## config.mk

```make
export PLATFORM = sky130hd
export DESIGN_NAME = uart_rx_frame
export DESIGN_NICKNAME = d
export VERILOG_FILES = /design/src/rtl/uart_rx_frame_pkg.sv /design/src/rtl/uart_rx_frame_sync2.sv /design/src/rtl/uart_rx_frame.sv
export SDC_FILE = /design/constraint.sdc
export NUM_CORES = 1
export LEC_CHECK = 0
export CELL_PAD_IN_SITES_DETAIL_PLACEMENT = 0
export CELL_PAD_IN_SITES_GLOBAL_PLACEMENT = 1
export CORE_MARGIN = 2
export CORE_UTILIZATION = 30
export CTS_CLUSTER_DIAMETER = 150
export DETAILED_ROUTE_END_ITERATION = 8
export GPL_TIMING_DRIVEN = 0
export HOLD_SLACK_MARGIN = 0.05
export PLACE_DENSITY = 0.51
export SKIP_CTS_REPAIR_TIMING = 1
export SLEW_MARGIN = 10
export SYNTH_ARGS = -nofsm -noshare
export SYNTH_HDL_FRONTEND = slang
export SYNTH_HIERARCHICAL = 1
export SYNTH_SLANG_ARGS = --single-unit
export TNS_END_PERCENT = 20
```

## constraint.sdc

```tcl
create_clock -name clk -period 3.01 [get_ports clk]
set_clock_uncertainty 0.2 [all_clocks]
set_input_delay 0.7525 -clock clk [delete_from_list [all_inputs] [get_ports clk]]
set_output_delay 0.7525 -clock clk [all_outputs]
set_load 0.02 [all_outputs]
```

## src/rtl/uart_rx_frame_pkg.sv

```systemverilog
// uart_rx_frame_pkg: shared UART defaults, FSM state encoding and counter sizing
package uart_rx_frame_pkg;
  localparam int DEF_BAUD = 9600;
  localparam int DEF_FREQ = 12000000;
  typedef enum logic [2:0] {
    IDLE  = 3'd0,
    START = 3'd1,
    DATA  = 3'd2,
    STOP  = 3'd3,
    BRK   = 3'd4
  } state_t;
  function automatic int cnt_w(input int n);
    return n < 2 ? 1 : $clog2(n);
  endfunction
endpackage

```

## src/rtl/uart_rx_frame_sync2.sv

```systemverilog
// uart_rx_frame_sync2: two-flop synchronizer with a parameterised reset value
module uart_rx_frame_sync2 #(
  parameter logic rst_val = 1'b1
) (
  input  logic clk,
  input  logic nrst,
  input  logic d,
  output logic q
);
  logic m;
  always_ff @(posedge clk or negedge nrst)
    if (!nrst) {q, m} <= {2{rst_val}};
    else {q, m} <= {m, d};
endmodule

```

## src/rtl/uart_rx_frame.sv

```systemverilog
// uart_rx_frame: 8N1 UART receiver with valid/ready holding register, framing-error and overrun pulses
module uart_rx_frame
  import uart_rx_frame_pkg::*;
#(
  parameter int baud = DEF_BAUD,
  parameter int freq = DEF_FREQ
) (
  input  logic       clk,
  input  logic       nrst,
  input  logic       rx,
  input  logic       rx_ready,
  output logic [7:0] rx_data,
  output logic       rx_valid,
  output logic       frame_err,
  output logic       overrun,
  output logic       busy
);
  localparam int lim = freq / baud;
  localparam int half = lim / 2;
  localparam int cw = cnt_w(lim);
  state_t state, state_n;
  logic rx_s;
  logic [cw-1:0] cnt;
  logic [2:0] idx;
  logic [7:0] sh;
  logic at_half, at_lim, stop_smp, load;
  uart_rx_frame_sync2 #(.rst_val(1'b1)) u_sync (.clk(clk), .nrst(nrst), .d(rx), .q(rx_s));
  assign at_half = cnt == cw'(half - 1);
  assign at_lim = cnt == cw'(lim - 1);
  assign stop_smp = state == STOP && at_lim;
  // a byte arriving while the old one is being consumed still loads
  assign load = stop_smp && rx_s && (!rx_valid || rx_ready);
  assign busy = state != IDLE;
  always_comb begin
    state_n = state;
    case (state)
      IDLE:    state_n = rx_s ? IDLE : START;
      START:   state_n = at_half ? (rx_s ? IDLE : DATA) : START;
      DATA:    state_n = at_lim && idx == 3'd7 ? STOP : DATA;
      STOP:    state_n = at_lim ? (rx_s ? IDLE : BRK) : STOP;
      BRK:     state_n = rx_s ? IDLE : BRK;
      default: state_n = IDLE;
    endcase
  end
  always_ff @(posedge clk or negedge nrst)
    if (!nrst) begin
      state <= IDLE;
      cnt <= '0;
      idx <= '0;
      sh <= '0;
      rx_data <= '0;
      rx_valid <= 1'b0;
      frame_err <= 1'b0;
      overrun <= 1'b0;
    end else begin
      state <= state_n;
      cnt <= (state_n != state || at_lim) ? '0 : cnt + 1'b1;
      idx <= state == START ? 3'd0 : (state == DATA && at_lim) ? idx + 3'd1 : idx;
      if (state == DATA && at_lim) sh <= {rx_s, sh[7:1]};
      frame_err <= stop_smp && !rx_s;
      overrun <= stop_smp && rx_s && rx_valid && !rx_ready;
      rx_valid <= load || (rx_valid && !rx_ready);
      if (load) rx_data <= sh;
    end
endmodule

```

Word level (Yosys, flattened, before mapping):

Cells that the tools add are included.

* register bits: 38
* input bits: 4
* output and inout bits: 12
* word-level logic and storage cells: 48

* add/subtract/negate cells: 2
* eq/ne operators: 8
* multiplexer cells: 10
* reduce and logical (&&, ||, !) cells: 18

Operators with widths (count)
* $pmux 3 s5: 1
* $mux 3: 4
* $add 11x1->11 const B: 1
* $eq 11x10->1 const B: 1
* $eq 11x11->1 const B: 1
* $mux 11: 1
* $logic_and 1x1->1: 9
* $eq 3x2->1 const B: 2
* $eq 3x3->1 const B: 2
* $mux 2: 2
* $add 3x1->3 const B: 1
* $eq 3x1->1 const B: 1
* $logic_not 1->1: 3
* $logic_not 3->1: 1
* $logic_or 1x1->1: 3
* $ne 3x3->1: 1
* $reduce_bool 3->1: 1
* $mux 1: 2
* $reduce_bool 2->1: 1

Logic depth before layout (Yosys ltp):

Gate-level depths: netlist of run 1.

* depth after elaboration: 7
* gate-level depth with buffers: 7
* mapped depth without buffers: 6

Cells and area by module:

The synthesis of run 1 kept the hierarchy.

By module, submodules not included
* uart_rx_frame: instances 1, cells each 143, area an instance 1687.9 µm², seq. area each 900.9 µm²
* uart_rx_frame_sync2: instances 1, cells each 2, area an instance 52.6 µm², seq. area each 52.6 µm²

Least setup slack after synthesis of run 1:

No wires, ideal clock.

* path type: flip-flop to flip-flop
* from: register cnt[3]
* to: register rx_data[0]
* setup time: 125 ps
* arrival: 1911 ps
* data required time: 2685 ps
* slack: 774 ps
* stages on the path, launching flop included: 5
* path buffers: 0
* period minus slack after synthesis: 2236 ps
* cell sequence: dfrtp_1 -> or3_4 -> or2_4 -> nor4_4 -> mux2_2

* word-level cells in the longest chain between the ends: 4

Ends and longest elaborated chain
* from (decl): RTL line uart_rx_frame.sv:23 `logic [cw-1:0] cnt;`
* from (signal assigned): RTL line uart_rx_frame.sv:57 `cnt <= (state_n != state || at_lim) ? '0 : cnt + 1'b1;`
* $eq 11x11->1: RTL line uart_rx_frame.sv:29 `assign at_lim = cnt == cw'(lim - 1);`
* $logic_and 1x1->1: RTL line uart_rx_frame.sv:30 `assign stop_smp = state == STOP && at_lim;`
* $logic_and 1x1->1 (2 in series): RTL line uart_rx_frame.sv:32 `assign load = stop_smp && rx_s && (!rx_valid || rx_ready);`
* to (signal assigned): RTL line uart_rx_frame.sv:63 `if (load) rx_data <= sh;`
* to (decl): RTL line uart_rx_frame.sv:12 `output logic [7:0] rx_data,`

No other way between the ends.
A chain may end at the register's enable or synchronous reset.

Final worst setup path of run 1:

* from: register state[2]
* to: output busy

* word-level cells in the longest chain between the ends: 1

Ends and longest elaborated chain
* from (decl): RTL line uart_rx_frame.sv:21 `state_t state, state_n;`
* from (signal assigned): RTL line uart_rx_frame.sv:56 `state <= state_n;`
* $reduce_bool 3->1: RTL line uart_rx_frame.sv:33 `assign busy = state != IDLE;`
* to (decl): RTL line uart_rx_frame.sv:16 `output logic busy`

No other way between the ends.

==> flow_metrics.py, run 1 <==
metrics = {
    "global_route": {
        "antenna_found_initial": 0,
        "grtUsageTotal_pct": 11.4,
        "grt.overflow.total": 0,
        "grt_max_degree": 28,
        "grt_pass1_wl_um": 5580,
        "grt_pass1_vias": 1123,
    },
    "synth": {
        "async_flop_share_pct": 100,
        "synthesis.instances": 145,
        "netlist_top_cells_area": "dfrtp_1 (52%), mux2_2 (10%), nor2_1 (3.7%)",
        "yosysTopAreaCellShare_pct": 51.8,
        "synth_cell_type_count": 42,
        "syn-cell-area_um2": 1740,
        "synth_edf_count": 0,
        "syn_area_per_cell_um2": 12.0,
        "ys_ff_latch": 38,
        "ys_seq_area_share_pct": 54.8,
        "synth_warnings": 6,
        "ys.flop_type": "dfrtp_1",
        "synth_largest_area_cell": "dfrtp_1",
        "syn_nets": 154,
    },
    "timing": {
        "totalNegativeSetupSlack_ps": 0,
        "worstMarginPinSlew_ps": 631,
        "slew_viol_final": 0,
        "fin_crit_ps": 2710,
        "rsz0062_at_grt": "no",
        "slew_headroom_pct": 57.8,
        "fmax_mhz": 369,
        "hold_slack_ps": 141,
        "setup_viol": 0,
        "worst_slack_ps": 301,
        "period_share_pct": 90.0,
        "finalHoldViolCount": 0,
    },
    "cells_and_area": {
        "n_fill_cell": 567,
        "mostFrequentLayoutCells": "dfrtp_1 (36), nor2_1 (17), mux2_2 (16)",
        "syn2layout_area_growth_pct": 20.1,
        "layout-drive-gt1-share_pct": 23.1,
        "antenna-diode-count": 0,
        "final_util_pct": 37.7,
        "stdcell_area_um2": 2090,
        "fin_cells": 241,
        "nNetsFinal": 177,
        "final_common_cell": "dfrtp_1",
    },
    "routing": {
        "wl_per_cell_um": 13.6,
        "via_per_inst": 4.75,
        "wl_um": 3270,
        "drc": 0,
        "vias": 1145,
        "postRouteAntennaNets": 0,
        "drtIter0Drc": 71,
        "dr.pass1.iters": 4,
    },
    "worst_setup_path": {
        "reg2reg_depth": 4,
        "ff2ff_setup_slack_ps": 550,
        "crit_type": "reg -> out",
        "reg2reg_to": "rx_data[6]$_DFFE_PN0P_",
        "reg2reg_from": "cnt[3]$_DFF_PN0_",
        "arrival_ps": 1760,
        "critPathRequiredTime_ps": 2060,
        "critPathMaxFanout": 10,
        "crit_start": "state[2]$_DFF_PN0_",
        "critPathLaunchType": "register",
        "setup.worst_path.end_class": "primary output",
        "endpoint": "busy",
    },
    "die": {
        "ios": 16,
        "die_w_um": 80.2,
        "core_area_um2": 5540,
        "start_util_pct": 31.4,
        "dieArea_um2": 6430,
        "fp-row-count": 27,
        "die_h_um": 80.2,
    },
    "power": {
        "ir_drop_v": 0.000245,
        "power.internal_mw": 0.703,
        "power.switching_mw": 0.189,
        "fin_total_pwr_mw": 0.893,
        "clock_power_share_pct": 40.3,
        "power_per_cell_area_nw_per_um2": 427,
        "p_seq_share_pct": 57.5,
        "power_leakage_nw": 0.962,
        "pwr-share-comb_pct": 2.2,
        "p_sw_share_pct": 21.2,
    },
    "clock_network": {
        "h-tree-depth": 2,
        "cts_made_buffers": 5,
        "clock-sinks": 38,
        "cts_tree": "built",
        "clk_latency_ps": 290,
        "path_clk_slew_ps": 70,
        "root_buffer": "clkbuf_8",
        "cts_buffer_depth": 2,
    },
    "run": {
        "maxCapViolCount": 0,
    },
    "placed_design": {
        "postPlaceCellArea_um2": 2000,
        "port_buffers": 15,
        "hpwl_um": 2350,
        "gp_congestion": 0.772,
        "post-place-ws_ps": 318,
        "dp.cells": 233,
    },
    "hold_path": {
        "hold_class": "in -> async",
    },
    "run_status": {
        "status": "completed",
    },
}
## layout make-up
cell class | instances | area [µm²] | share of cell area, %
Sequential cell | 38 | 953 | 45.6
Multi-Input combinational cell | 97 | 736 | 35.2
Timing Repair Buffer | 16 | 165 | 7.90
Tap cell | 72 | 90.1 | 4.31
Clock buffer | 6 | 82.6 | 3.95
Buffer | 5 | 32.5 | 1.56
Inverter | 5 | 18.8 | 0.898
Clock inverter | 2 | 12.5 | 0.598
## synthesized netlist by cell type (2+ instances only)
library cell,number
nand4_1,3
nor3_1,3
mux2i_1,2
dfrtp_1,36
xor2_1,7
inv_1,5
dfstp_2,2
o31ai_1,2
buf_2,2
ha_1,5
nand2_1,10
xnor2_1,3
mux2_2,16
nor4_1,2
nor2_1,17
nand3_1,4
## flip-flops by register name, indices dropped and copies added, names as in the netlist
register   count
sh             8
u_sync/q       1
overrun        1
rx_data        8
idx            3
rx_valid       1
u_sync/m       1
state          3
cnt           11
frame_err      1
## power groups by stage
stage / registers, mW / clock network (mW) / logic [mW]
floorplan: 0.523 / 0 / 0.00329
global placement: 0.523 / 0 / 0.0181
detailed placement: 0.523 / 0 / 0.0211
CTS: 0.513 / 0.379 / 0.0212
global route: 0.513 / 0.406 / 0.0231
finish: 0.513 / 0.360 / 0.0195
## worst min path at each step
stage	end	slack, ps	depth (start not counted)
2_1_floorplan	u_sync/q$_DFF_PN1_	150	0
3_3_place_gp	u_sync/q$_DFF_PN1_	150	0
3_5_place_dp	u_sync/q$_DFF_PN1_	150	0
4_1_cts	state[2]$_DFF_PN0_	140	1
5_1_grt	state[2]$_DFF_PN0_	150	1
6_report	state[2]$_DFF_PN0_	140	1
## worst max-delay path, cell delays in order, from the launching register on
cell and delay [ps]:
dfrtp_1 360, clkbuf_1 210, or3_1 350, clkdlybuf4s50_1 550
## per-layer routing
layer,track usage (%),up-vias,share of wire [%]
li1,-,561,-
met1,16.2,558,51
met2,16.4,20,44
met3,3.48,6,4.0
met4,4.07,0,1.5
met5,0,-,0
## cell families (layout without fill, tap and decap cells)
logic type      count (synthesis)  after routing  synth area share (%)
compound gates                  9              9                  4.24
xor+xnor                       10             10                  5.03
buf+inv                        10             34                  2.95
flops                          38             38                  54.8
fa+ha+maj                       5              5                  3.59
simple gates                   55             55                  17.9
mux                            18             18                  11.5
Note: power is estimated with default switching activity, not from simulation.
==> run 2, diff against run 1 <==
--- a/config.mk
+++ b/config.mk
@@ -7,13 +7,13 @@
 export LEC_CHECK = 0
 export CELL_PAD_IN_SITES_DETAIL_PLACEMENT = 0
 export CELL_PAD_IN_SITES_GLOBAL_PLACEMENT = 1
-export CORE_MARGIN = 2
-export CORE_UTILIZATION = 30
+export CORE_MARGIN = 10
+export CORE_UTILIZATION = 40
 export CTS_CLUSTER_DIAMETER = 150
 export DETAILED_ROUTE_END_ITERATION = 8
 export GPL_TIMING_DRIVEN = 0
 export HOLD_SLACK_MARGIN = 0.05
-export PLACE_DENSITY = 0.51
+export PLACE_DENSITY = 0.66
 export SKIP_CTS_REPAIR_TIMING = 1
 export SLEW_MARGIN = 10
 export SYNTH_ARGS = -nofsm -noshare
==> flow_metrics.py, run 2 (same netlist as run 1, synthesis figures left out) <==
metrics = {
    "run_status": {
        "status": "completed",
    },
    "timing": {
        "setup_viol": 0,
        "period_share_pct": 89.1,
        "totalNegativeSetupSlack_ps": 0,
        "fin_crit_ps": 2680,
        "rsz0062_at_grt": "no",
        "fmax_mhz": 373,
        "slew_viol_final": 0,
        "worstMarginPinSlew_ps": 651,
        "slew_headroom_pct": 56.4,
        "finalHoldViolCount": 0,
    },
    "die": {
        "fp-row-count": 23,
        "core_area_um2": 4120,
        "dieArea_um2": 7390,
        "start_util_pct": 42.3,
        "die_w_um": 86.0,
        "ios": 16,
        "die_h_um": 86.0,
    },
    "cells_and_area": {
        "antenna-diode-count": 0,
        "layout-drive-gt1-share_pct": 23.1,
        "n_fill_cell": 376,
        "reg_top3": "cnt (11), rx_data (8), sh (8)",
        "largest_reg_flops": 11,
        "nNetsFinal": 177,
        "syn2layout_area_growth_pct": 21.4,
        "final_common_cell": "dfrtp_1",
        "mostFrequentLayoutCells": "dfrtp_1 (36), nor2_1 (17), mux2_2 (16)",
        "regMostFlops": "cnt",
    },
    "worst_setup_path": {
        "arrival_ps": 1730,
        "max_stage_delay_ps": 540,
        "cp_slowest_cell": "clkdlybuf4s50_1",
        "critPathLaunchType": "register",
        "critPathMaxFanout": 10,
        "cp_cell_sequence": "clkbuf_1 > or3_1 > clkdlybuf4s50_1",
        "crit_type": "reg -> out",
        "setup.worst_path.end_class": "primary output",
        "critPathRequiredTime_ps": 2060,
    },
    "routing": {
        "drc": 0,
        "dr.pass1.iters": 4,
        "postRouteAntennaNets": 0,
        "wl_um": 3250,
        "wl_per_cell_um": 14.9,
        "drtIter0Drc": 79,
        "via_per_inst": 5.31,
        "vias": 1163,
    },
    "power": {
        "ir_drop_v": 0.000391,
        "power_per_cell_area_nw_per_um2": 499,
        "fin_total_pwr_mw": 1.05,
        "power_leakage_nw": 0.986,
    },
    "clock_network": {
        "path_clk_slew_ps": 70,
        "clock-sinks": 38,
        "cts_made_buffers": 5,
        "h-tree-depth": 2,
        "root_buffer": "clkbuf_8",
        "cts_buffer_depth": 2,
        "clk_latency_ps": 300,
        "cts_tree": "built",
    },
    "global_route": {
        "grt.overflow.total": 0,
        "grt_pass1_wl_um": 5620,
        "antenna_found_initial": 0,
        "grtUsageTotal_pct": 9.49,
        "grt_pass1_vias": 1192,
        "grt_max_degree": 24,
    },
    "placed_design": {
        "gp_congestion": 0.795,
        "port_buffers": 15,
        "hpwl_um": 2380,
    },
    "hold_path": {
        "hold_class": "reg -> reg",
    },
    "run": {
        "maxCapViolCount": 0,
    },
}
run 2: path summary, 6_finish.rpt:
check / startpoint / end / slack [ps] / cells after the start
max: state[2]$_DFF_PN0_ / busy / 330 / 3
min: u_sync/m$_DFF_PN1_ / u_sync/q$_DFF_PN1_ / 160 / 0
max reg2reg: cnt[3]$_DFF_PN0_ / rx_data[4]$_DFFE_PN0P_ / 560 / 4
min reg2reg: u_sync/m$_DFF_PN1_ / u_sync/q$_DFF_PN1_ / 160 / 0
max in group asynchronous: nrst / rx_data[3]$_DFFE_PN0P_ / 1990 / 2
min in group asynchronous: nrst / rx_data[5]$_DFFE_PN0P_ / 190 / 1
run 2: critical path, delay by kind of cell, from the launching register on:
kind / cells / cell delay (ps)
buf+inv: 2 / 740
flops: 1 / 360
simple gates: 1 / 340
run 2: area by class of cell:
class / instances / area, µm² / area share [%]
multi-input cells: 97 / 736 / 34.8
clock inverters: 3 / 68.8 / 3.26
repair buffers: 16 / 173 / 8.17
plain buffers: 5 / 32.5 / 1.54
clock buffers: 5 / 68.8 / 3.26
inverters: 5 / 18.8 / 0.888
well taps: 50 / 62.6 / 2.96
flip-flops and latches: 38 / 953 / 45.1
run 2: power by group:
group	switching, mW	internal (mW)
combinational	0.0131	0.00788
clock	0.188	0.332
sequential	0.000312	0.512
total	0.202	0.852
run 2: metal layers:
layer  GRT usage, %  routed length (µm)  up-vias  part of all wire (%)
met3           3.03                 148        5                   4.5
met4           4.94                  45        0                   1.4
met2           14.0                1480       21                    46
met1           12.1                1580      575                    48
li1               -                   -      562                     -
met5              0                   0        -                     0
run 2: metrics by stage:
step                hold WS (ps)  setup WS (ps)  area (µm²)  std cells  util [%]
floorplan                    145            774        1740        145         -
global placement             147            129        1950        210      47.5
detailed placement           147            350        1980        211      48.0
CTS                          158            299        2110        219      51.4
global route                 161            246        2110        219      51.4
finish                       158            328        2110        219      51.4
